[src/rtl/pc_seq_pkg.sv]
// pc_seq_pkg: op encodings and return-stack count width helper for pc_sequencer.
package pc_seq_pkg;
  typedef enum logic [2:0] {
    OP_NEXT   = 3'd0,
    OP_JUMP   = 3'd1,
    OP_BRANCH = 3'd2,
    OP_CALL   = 3'd3,
    OP_RET    = 3'd4,
    OP_HOLD   = 3'd5
  } op_e;
  function automatic int cnt_w(input int depth);
    return $clog2(depth) + 1;
  endfunction
endpackage

[src/rtl/pc_ret_stack.sv]
// pc_ret_stack: LIFO return-address stack; write pointer is count, no overflow/underflow policy.
// Ports: clk, rst (async, active-high), push, pop, wdata -> rdata (top entry), count, full, empty.
module pc_ret_stack
  import pc_seq_pkg::*;
#(
  parameter int W     = 16,
  parameter int DEPTH = 8
) (
  input  logic                       clk,
  input  logic                       rst,
  input  logic                       push,
  input  logic                       pop,
  input  logic [W-1:0]               wdata,
  output logic [W-1:0]               rdata,
  output logic [cnt_w(DEPTH)-1:0]    count,
  output logic                       full,
  output logic                       empty
);
  localparam int PW = $clog2(DEPTH);
  localparam int CW = cnt_w(DEPTH);
  logic [W-1:0]  mem [DEPTH];
  logic [PW-1:0] top;
  assign top   = PW'(count - 1'b1);
  assign rdata = mem[top];
  assign full  = count == CW'(DEPTH);
  assign empty = count == '0;
  always_ff @(posedge clk)
    if (push) mem[count[PW-1:0]] <= wdata;
  always_ff @(posedge clk or posedge rst)
    if (rst) count <= '0;
    else if (push) count <= count + 1'b1;
    else if (pop) count <= count - 1'b1;
endmodule

[src/rtl/pc_sequencer.sv]
// pc_sequencer: fetch-stage PC sequencer with NEXT/JUMP/BRANCH/CALL/RET and a return-address stack.
// Ports: clk, rst (async, active-high), pc_enable, op, cond, bus, offset -> pc, ras_count,
// ras_full, ras_empty, err (sticky overflow/underflow). With PC_IRQ_EN defined, irq_req/irq_ack
// add an interrupt entry at IRQ_VEC that pushes the interrupted pc.
module pc_sequencer
  import pc_seq_pkg::*;
#(
  parameter int                 ADDR_W    = 16,
  parameter int                 RAS_DEPTH = 8,
  parameter logic [ADDR_W-1:0]  RESET_VEC = '0,
  parameter logic [ADDR_W-1:0]  IRQ_VEC   = ADDR_W'(16'h0004)
) (
  input  logic                          clk,
  input  logic                          rst,
  input  logic                          pc_enable,
  input  logic [2:0]                    op,
  input  logic                          cond,
  input  logic [ADDR_W-1:0]             bus,
  input  logic [ADDR_W-1:0]             offset,
  output logic [ADDR_W-1:0]             pc,
  output logic [cnt_w(RAS_DEPTH)-1:0]   ras_count,
  output logic                          ras_full,
  output logic                          ras_empty,
`ifdef PC_IRQ_EN
  input  logic                          irq_req,
  output logic                          irq_ack,
`endif
  output logic                          err
);
  logic [ADDR_W-1:0] inc, nxt, wdata, rdata;
  logic              push, pop, err_set, take;
  assign inc = pc + 1'b1;
`ifdef PC_IRQ_EN
  logic in_isr;
  assign take = irq_req & ~in_isr & ~ras_full;
  always_ff @(posedge clk or posedge rst)
    if (rst) begin
      in_isr  <= 1'b0;
      irq_ack <= 1'b0;
    end else begin
      irq_ack <= pc_enable & take;
      if (pc_enable) in_isr <= take | (in_isr & (op != OP_RET));
    end
`else
  assign take = 1'b0;
`endif
  always_comb begin
    push    = 1'b0;
    pop     = 1'b0;
    err_set = 1'b0;
    wdata   = inc;
    nxt     = pc;
    if (take) begin
      push  = 1'b1;
      wdata = pc;
      nxt   = IRQ_VEC;
    end else
      case (op)
        OP_NEXT:   nxt = inc;
        OP_JUMP:   nxt = bus;
        OP_BRANCH: nxt = cond ? pc + offset : inc;
        OP_CALL: begin
          push    = ~ras_full;
          err_set = ras_full;
          nxt     = bus;
        end
        OP_RET: begin
          pop     = ~ras_empty;
          err_set = ras_empty;
          nxt     = ras_empty ? inc : rdata;
        end
        default: nxt = pc;
      endcase
  end
  always_ff @(posedge clk or posedge rst)
    if (rst) begin
      pc  <= RESET_VEC;
      err <= 1'b0;
    end else if (pc_enable) begin
      pc  <= nxt;
      err <= err | err_set;
    end
  pc_ret_stack #(.W(ADDR_W), .DEPTH(RAS_DEPTH)) u_ras (
    .clk(clk),
    .rst(rst),
    .push(push & pc_enable),
    .pop(pop & pc_enable),
    .wdata(wdata),
    .rdata(rdata),
    .count(ras_count),
    .full(ras_full),
    .empty(ras_empty)
  );
endmodule

[config.mk]
export PLATFORM = sky130hd
export DESIGN_NAME = pc_sequencer
export DESIGN_NICKNAME = d
export VERILOG_FILES = /design/src/rtl/pc_seq_pkg.sv /design/src/rtl/pc_ret_stack.sv /design/src/rtl/pc_sequencer.sv
export SDC_FILE = /design/constraint.sdc
export NUM_CORES = 1
export LEC_CHECK = 0
export CAP_MARGIN = 5
export CORE_UTILIZATION = 57
export CTS_BUF_LIST = sky130_fd_sc_hd__clkbuf_4
export CTS_CLUSTER_DIAMETER = 150
export DETAILED_ROUTE_END_ITERATION = 10
export PLACE_DENSITY = 0.8
export SYNTH_ARGS = -nofsm -noshare
export SYNTH_HDL_FRONTEND = slang
export SYNTH_SLANG_ARGS = --single-unit
[constraint.sdc]
create_clock -name clk -period 9.3 [get_ports clk]
set_input_delay 0.93 -clock clk [delete_from_list [all_inputs] [get_ports clk]]
set_output_delay 0.93 -clock clk [all_outputs]
set_load 0.005 [all_outputs]
==> flow_summary.yaml, run 1 <==
clock_network:
  cts_tree: "built"
  postCtsSetupBuffers: 0
  path_clk_slew_ps: 140
  ctsHtreeMaxLevel: 4
  cts_root_buf: "clkbuf_4"
  clock_latency_ps: 560
  clock-sinks: 149
  cts-resized-gates: 0
  clockBufferDepth: 2
  holdBufCountCts: 0
  numCtsBuffers: 17
power_and_ir_drop:
  power_w: 0.00238
  peakVddDrop_v: 0.000176
  p_leak_nw: 2.92
  power_per_cell_area_mw_per_mm2: 283
synth:
  synth_fa_ha_area_frac: 0.0337
  synth_flop_cell: "edfxtp_1"
  synth.yosys.seq_area_share: 0.601
  synth_seq_cells: 149
  syn-cell-area_mm2: 0.00727
  syn_nets: 575
  syn_inst: 517
  synth-edff-count: 128
  yosys.cell_types.count: 59
  synth_area_per_cell_um2: 14.1
  async_reset_ff_frac: 0.141
  synth_top_family_by_area: "multiplexers"
  yosys_warnings: 0
  synth_compound_area_frac: 0.105
  muxShareOfSynthArea: 0.110
  synth_simple_gate_area_frac: 0.0946
  synth-xor-area-share: 0.0346
die:
  core-area_mm2: 0.0122
  die_h_um: 115
  design.die.area_mm2: 0.0132
  start_util: 0.595
  die_w_um: 115
  boundaryPins: 62
  rows: 40
global_route:
  track_usage: 0.268
  grt_max_degree: 40
  grt_pass1_vias: 4632
  overflow: 0
  grt_first_pass_wirelength_mm: 25.4
  grt_antenna_before_repair: 1
setup_path:
  r2r_slack_ps: 5930
  worstSetupPathType: "flip-flop to primary output"
  path_buf_inv: 2
  cp-start-kind: "flip-flop"
  critPathCaptureType: "primary output"
  cp.required_ps: 8370
  crit_fanout: 9
  cp_top_family: "buffers and inverters"
  max_stage_delay_ps: 560
  critical-path-slowest-cell: "clkdlybuf4s50_1"
  cp_cell_sequence: "inv_1 -> ha_1 -> nor3b_4 -> clkdlybuf4s50_1"
  arrival_ps: 2540
placed_design:
  io_buffer_count: 61
  place_congestion: 0.912
  pre_cts_slack_ps: 5310
  dp_hpwl_mm: 11.4
timing:
  slew_violations: 0
  fin_skew_ps: 24.8
  max_slew_margin: 0.319
  setup_tns_ps: 0
  post-route-min-period_ps: 3470
  setup_slack_ps: 5830
  hold_viol: 0
  period_share: 0.373
  rsz0062_at_grt: "no"
  setup_viol: 0
  tightest_slew_ps: 1020
  clock.fmax_ghz: 0.288
layout:
  areaGrowthSynthToFinish_pct: 15.6
  layout-drive-gt1-share: 0.150
  multi_input_area_mm2: 0.00278
  regArea_mm2: 0.00437
  fillers: 908
  nets: 640
routing:
  ant_nets: 0
  vias: 4880
  vias_per_cell: 6.40
  drtIter0Drc: 623
  drt_wl_total_mm: 16.4
  drt_pass1_iterations: 5
  avgRoutedWirePerCell_um: 21.5
  drc_errors: 0
run:
  max-cap-violations: 0
run_status:
  run_status: "completed"
worst_hold_path:
  min_path_type: "flip-flop to flip-flop"
-- metrics by stage --
stage	hold slack, ps	util	instances	cell area (µm²)
global route	497	0.688	763	8400
detailed placement	454	0.660	729	8070
finish	479	0.688	763	8400
global placement	447	0.660	729	8070
floorplan	451	-	517	7270
CTS	481	0.686	760	8380
-- layer usage --
layer | vias up | wire, µm | track usage
li1 | 2182 | - | -
met1 | 2440 | 7340 | 0.375
met2 | 235 | 7490 | 0.405
met3 | 23 | 1310 | 0.0796
met4 | 0 | 263 | 0.0935
met5 | - | 0 | 0
-- logic make-up (layout without fill, tap and decap cells) --
| group | Yosys count | after routing |
|---|---|---|
| other cells | 0 | 1 |
| buf+inv | 32 | 109 |
| xor+xnor | 27 | 27 |
| flops | 149 | 149 |
| mux | 40 | 40 |
| simple gates | 135 | 135 |
| fa+ha+maj | 19 | 19 |
| compound gates | 115 | 115 |
-- power breakdown --
part	switching (W)	total [W]	internal, W	leakage, nW
clock network	0.000226	0.000436	0.000210	0.167
registers	0.0000935	0.000948	0.000854	1.39
logic	0.000547	0.000994	0.000447	1.36
-- synth_stat cells (4+ instances only) --
| cell | instances | area (µm²) |
|---|---|---|
| edfxtp_1 | 128 | 3840 |
| ha_1 | 18 | 225 |
| mux2i_1 | 8 | 80.1 |
| o211ai_1 | 5 | 37.5 |
| and4_1 | 4 | 35.0 |
| nor2_1 | 32 | 120 |
| buf_2 | 10 | 50.1 |
| and3_1 | 4 | 25.0 |
| buf_4 | 5 | 37.5 |
| a21o_1 | 8 | 60.1 |
| o21a_1 | 7 | 52.6 |
| nand3_1 | 11 | 55.1 |
| xnor2_1 | 15 | 131 |
| o21ai_0 | 18 | 90.1 |
| xor2_1 | 10 | 87.6 |
| nand2_1 | 44 | 165 |
| and2_1 | 4 | 25.0 |
| nand4_1 | 7 | 43.8 |
| clkbuf_1 | 10 | 37.5 |
| nor3_1 | 10 | 50.1 |
| a21oi_1 | 36 | 180 |
| mux4_2 | 32 | 721 |
| inv_1 | 6 | 22.5 |
| dfrtp_1 | 21 | 526 |
| a221oi_1 | 7 | 61.3 |
| o22ai_1 | 4 | 25.0 |
-- registers in the layout, summed over array words and instances, names as in the netlist --
name and count:
u_ras.count 4, pc 16, u_ras.mem 128, err 1
-- final cells by class --
class,count,area share
Clock buffer,17,0.0152
Inverter,6,0.00268
Multi-Input combinational cell,336,0.331
Tap cell,168,0.0250
Timing Repair Buffer,72,0.0834
Clock inverter,14,0.0220
Sequential cell,149,0.520
Antenna cell,1,0.000298
-- path summary, 6_finish.rpt --
path | depth (start not counted) | startpoint | to
worst max-delay path | 4 | u_ras.count[1] | ras_empty
worst min-delay path | 1 | err | err
worst min register to register | 1 | err | err
min in group asynchronous | 2 | rst | pc[8]
worst max register to register | 9 | u_ras.count[1] | pc[14]
max in group asynchronous | 2 | rst | u_ras.count[0]
-- cells in the final DEF (no fill, tap or decap), types with 9 or more instances in the layout --
master and instances:
mux4_2 32, buf_4 9, nand2_1 44, ha_1 18
xor2_1 10, clkbuf_4 17, o21ai_0 18, edfxtp_1 128
nand3_1 11, nor2_1 32, a21oi_1 36, dfrtp_1 20
xnor2_1 15, clkdlybuf4s50_1 61
(Power assumes the default switching activity.)
==> run 2, diff against run 1 <==
Clock period 9.3 ns to 3.64 ns, I/O delays scaled along.
==> run 2 against run 1 <==
  * Sequential share of layout area grew 0.14 points
  * Cell area shrank 0.27%
  * Clock power grew 110%
  * Total power grew 150%
  * Non-clock buffer count grew 6
  * Sequential power grew to 2.6 times the previous value
  * Routed wire length grew 0.23%
  * Die area is the same
  * Clock skew shrank 6.3 ps
  * Critical endpoint is now pc[14]
  * Largest power group unchanged
  * Highest routed layer unchanged
==> flow_summary.yaml, run 2 (synthesized netlist as in run 1, its figures left out) <==
clock_network:
  cts_root_buf: "clkbuf_4"
  holdBufCountCts: 0
  postCtsSetupBuffers: 0
  cts_tree: "built"
  ctsHtreeMaxLevel: 4
  cts-resized-gates: 0
  path_clk_slew_ps: 130
  clockBufferDepth: 2
  clock-sinks: 149
  clock_latency_ps: 530
  numCtsBuffers: 17
timing:
  post-route-min-period_ps: 2850
  setup_viol: 0
  fin_skew_ps: 18.6
  setup_tns_ps: 0
  period_share: 0.784
  slew_violations: 0
  clock.fmax_ghz: 0.351
  hold_viol: 0
  setup_slack_ps: 788
  rsz0062_at_grt: "no"
  tightest_slew_ps: 915
  max_slew_margin: 0.389
power_and_ir_drop:
  p_leak_nw: 2.91
  power_per_cell_area_mw_per_mm2: 708
  peakVddDrop_v: 0.000322
  pwr-share-clk: 0.157
  seqPwrFrac: 0.407
  p_sw_w: 0.00224
  swShare: 0.377
  combPwrFrac: 0.436
  p_int_w: 0.00369
  power_w: 0.00593
die:
  die_w_um: 115
  rows: 40
  design.die.area_mm2: 0.0132
  die_h_um: 115
  boundaryPins: 62
  start_util: 0.595
  core-area_mm2: 0.0122
run_status:
  run_status: "completed"
run:
  max-cap-violations: 0
setup_path:
  cp_cell_sequence: "inv_1 -> ha_1 -> mux4_2 -> mux2i_1 -> o221ai_1 -> o21a_1 -> o22ai_1 -> o31ai_1"
  worstSetupPathType: "flip-flop to flip-flop"
  worstRegToRegCells: 8
  critical-path-slowest-cell: "ha_1"
  critPathCaptureType: "flip-flop"
  r2r-end: "pc[14]"
  endpoint: "pc[14]"
  crit_fanout: 12
  max_stage_delay_ps: 660
  cp.required_ps: 4050
  timing.rr.start: "u_ras.count[1]"
  crit_start: "u_ras.count[1]"
  arrival_ps: 3260
  r2r_slack_ps: 790
  cp-start-kind: "flip-flop"
routing:
  avgRoutedWirePerCell_um: 21.4
  ant_nets: 0
  drt_pass1_iterations: 6
  drtIter0Drc: 569
  drt_wl_total_mm: 16.4
  vias_per_cell: 6.41
  drc_errors: 0
  vias: 4922
layout:
  layout-drive-gt1-share: 0.158
  areaGrowthSynthToFinish_pct: 15.2
  largest_register_ffs: 128
  antenna_cells: 0
  layout_common_cells: "edfxtp_1, clkdlybuf4s50_1, nand2_1"
  final_common_cell: "edfxtp_1"
  fillers: 843
  nets: 646
  fin_util: 0.686
global_route:
  grt_max_degree: 40
  grt_antenna_before_repair: 0
  grt_pass1_vias: 4718
  overflow: 0
  grt_first_pass_wirelength_mm: 25.7
  track_usage: 0.266
placed_design:
  pre_cts_slack_ps: 824
  io_buffer_count: 61
  dp_hpwl_mm: 11.7
  place_congestion: 0.976
worst_hold_path:
  min_path_type: "input port to asynchronous set/reset pin"
## run 2: per-layer routing
layer	up-vias	share of wire	wire length, µm	track usage
met3	38	0.069	1140	0.0554
li1	2190	-	-	-
met1	2450	0.44	7210	0.373
met5	-	0	0	0
met2	244	0.47	7720	0.419
met4	0	0.023	374	0.0900
## run 2: worst max-delay path, delay by kind of cell, from the launching register on
family,cells,cell delay [ps]
multiplexers,2,690
AO/OA/AOI/OAI,4,640
adder cells (fa/ha/maj),1,660
flip-flops,1,580
buffers and inverters,1,180
## run 2: layout make-up
| class | instances | area [µm²] | area share |
|---|---|---|---|
| Tap cell | 168 | 210 | 0.0251 |
| Timing Repair Buffer | 78 | 738 | 0.0881 |
| Clock buffer | 17 | 128 | 0.0152 |
| Multi-Input combinational cell | 336 | 2780 | 0.332 |
| Inverter | 6 | 22.5 | 0.00269 |
| Sequential cell | 149 | 4370 | 0.521 |
| Clock inverter | 14 | 128 | 0.0152 |
## run 2: how the worst min path moves through the flow
| stage | slack, ps | depth (start not counted) | startpoint | endpoint |
|---|---|---|---|---|
| after global placement | 450 | 1 | err | err |
| final | 310 | 2 | rst | pc[4] |
| after floorplan | 340 | 1 | rst | err |
| after global routing | 350 | 2 | rst | pc[3] |
| after detailed placement | 470 | 1 | err | err |
| after CTS | 310 | 2 | rst | pc[3] |
## run 2: stage by stage
step | instances | instance area [µm²] | hold slack [ps]
5_1_grt | 768 | 8380 | 353
4_1_cts | 768 | 8380 | 311
6_report | 768 | 8380 | 313
3_3_place_gp | 737 | 8130 | 454
3_5_place_dp | 737 | 8130 | 468
2_1_floorplan | 517 | 7270 | 341
## run 2: power by group through the flow
stage	clock [W]	combinational, W	sequential [W]
after floorplan	0	0.00178	0.00236
final	0.000934	0.00258	0.00242
after global routing	0.00103	0.00280	0.00244
after CTS	0.000956	0.00258	0.00241
after global placement	0	0.00248	0.00243
after detailed placement	0	0.00256	0.00245
==> run 3, diff against run 2 <==
Settings changed: CORE_UTILIZATION 57 to 54, PLACE_DENSITY 0.8 to 0.79.
Clock period 3.64 ns to 2.5 ns, I/O delays scaled along.
==> run 3 against run 2 <==
  * Routed wire length rose by 6.1%
  * Critical endpoint is now pc[15]
  * Die area is 5.5% higher
  * Total power is 55% higher
  * Final cell count is 7.2% higher
  * First-iteration DRC count decreased by 13%
  * Via count grew 2.3%
  * Largest power group unchanged
==> flow_summary.yaml, run 3 (synthesized netlist as in run 1, its figures left out) <==
worst_hold_path:
  holdCritStartpoint: "bus[5]"
  min_path_type: "input port to flip-flop"
  whs_path_depth: 3
clock_network:
  ctsHtreeMaxLevel: 4
  postCtsSetupBuffers: 0
  cts_tree: "built"
  path_clk_slew_ps: 130
  cts_root_buf: "clkbuf_4"
  clock-sinks: 149
  clock_latency_ps: 520
  clockBufferDepth: 2
  numCtsBuffers: 17
setup_path:
  cp_num_cells: 7
  timing.rr.start: "pc[4]"
  cp_cell_sequence: "ha_1 -> a21oi_1 -> o211ai_2 -> a41oi_1 -> o21ai_0 -> xnor2_1 -> a32oi_1"
  worstSetupPathType: "flip-flop to flip-flop"
  max_stage_delay_ps: 520
  crit_fanout: 4
  crit_start: "pc[4]"
  critPathCaptureType: "flip-flop"
  critical-path-slowest-cell: "a41oi_1"
  worstRegToRegCells: 7
  path_buf_inv: 0
  cp-start-kind: "flip-flop"
  arrival_ps: 2790
  cp.required_ps: 2950
  cp_top_family: "compound AO/OA/AOI/OAI gates"
die:
  die_h_um: 118
  die_w_um: 118
  boundaryPins: 62
  core-area_mm2: 0.0132
  rows: 42
  design.die.area_mm2: 0.0139
  start_util: 0.551
placed_design:
  io_buffer_count: 61
  place_congestion: 0.978
  place_area_mm2: 0.00861
  dp_hpwl_mm: 12.4
  pre_cts_slack_ps: -83.7
  placed_cells: 789
layout:
  finalInstanceArea_mm2: 0.00892
  final_common_cell: "edfxtp_1"
  fin_cells: 823
  nets: 691
  layout-drive-gt1-share: 0.226
  areaGrowthSynthToFinish_pct: 22.6
  largest_register_ffs: 128
  layout_common_cells: "edfxtp_1, clkdlybuf4s50_1, buf_4"
global_route:
  grt_max_degree: 40
  grt_first_pass_wirelength_mm: 27.2
  grt_antenna_before_repair: 1
  grt_pass1_vias: 4988
  overflow: 0
  track_usage: 0.263
power_and_ir_drop:
  p_int_w: 0.00584
  peakVddDrop_v: 0.000427
  combPwrFrac: 0.477
  swShare: 0.366
  p_leak_nw: 3.17
  seqPwrFrac: 0.364
  p_sw_w: 0.00337
  power_per_cell_area_mw_per_mm2: 1030
  pwr-share-clk: 0.158
timing:
  fin_skew_ps: 21.1
  hold_viol: 0
  max_slew_margin: 0.464
  post-route-min-period_ps: 2340
  setup_viol: 0
  tightest_slew_ps: 799
  setup_tns_ps: 0
  setup_slack_ps: 157
  rsz0062_at_grt: "no"
  clock.fmax_ghz: 0.427
  period_share: 0.937
  slew_violations: 0
routing:
  vias_per_cell: 6.12
  drc_errors: 0
  vias: 5037
  avgRoutedWirePerCell_um: 21.2
  ant_nets: 0
  drt_wl_total_mm: 17.4
  drtIter0Drc: 494
  drt_pass1_iterations: 5
run_status:
  run_status: "completed"
run:
  max-cap-violations: 0
[run 3: what timing repair did]
| action | CTS | global route |
|---|---|---|
| setup endpoints to repair | 0 | 5 |
| hold buffers | 1 | 0 |
| endpoints found under the hold margin | 4 | 0 |
| gates resized for setup | 0 | 1 |
[run 3: final timing paths]
path	to	slack [ps]
min in group asynchronous	u_ras.count[1]	520
worst min-delay path	pc[5]	400
worst max register to register	pc[15]	160
worst max-delay path	pc[15]	160
max in group asynchronous	pc[8]	1470
worst min register to register	err	480
[run 3: area by class of cell]
class                   instances  area, µm²
flip-flops and latches        149       4370
fillers                       882       4270
multi-input cells             336       2840
repair buffers                123       1170
well taps                     176        220
clock inverters                14        154
clock buffers                  18        135
inverters                       6       22.5
diodes                          1       2.50
[run 3: power by group through the flow]
stage | registers, W | logic (W) | clock network (W)
global route | 0.00337 | 0.00470 | 0.00157
CTS | 0.00335 | 0.00438 | 0.00148
global placement | 0.00340 | 0.00425 | 0
floorplan | 0.00346 | 0.00271 | 0
detailed placement | 0.00341 | 0.00435 | 0
finish | 0.00335 | 0.00439 | 0.00146
[run 3: layer usage]
metal,up-vias,share of wire,GRT usage
li1,2293,-,-
met1,2494,0.41,0.349
met2,212,0.50,0.426
met3,38,0.063,0.0465
met4,0,0.030,0.115
met5,-,0,0
[run 3: worst reg2reg max path, delay by kind of cell (launching register included)]
kind,cells,cell delay [ps]
flip-flops,1,400
AO/OA/AOI/OAI,5,1380
XOR/XNOR,1,170
adder cells (fa/ha/maj),1,320
[run 3: per-stage QoR]
step | hold slack, ps | total power [W] | util
6_report | 404 | 0.00920 | 0.676
5_1_grt | 387 | 0.00965 | 0.676
4_1_cts | 384 | 0.00921 | 0.676
3_5_place_dp | 451 | 0.00776 | 0.653
3_3_place_gp | 440 | 0.00765 | 0.653
2_1_floorplan | 226 | 0.00617 | -
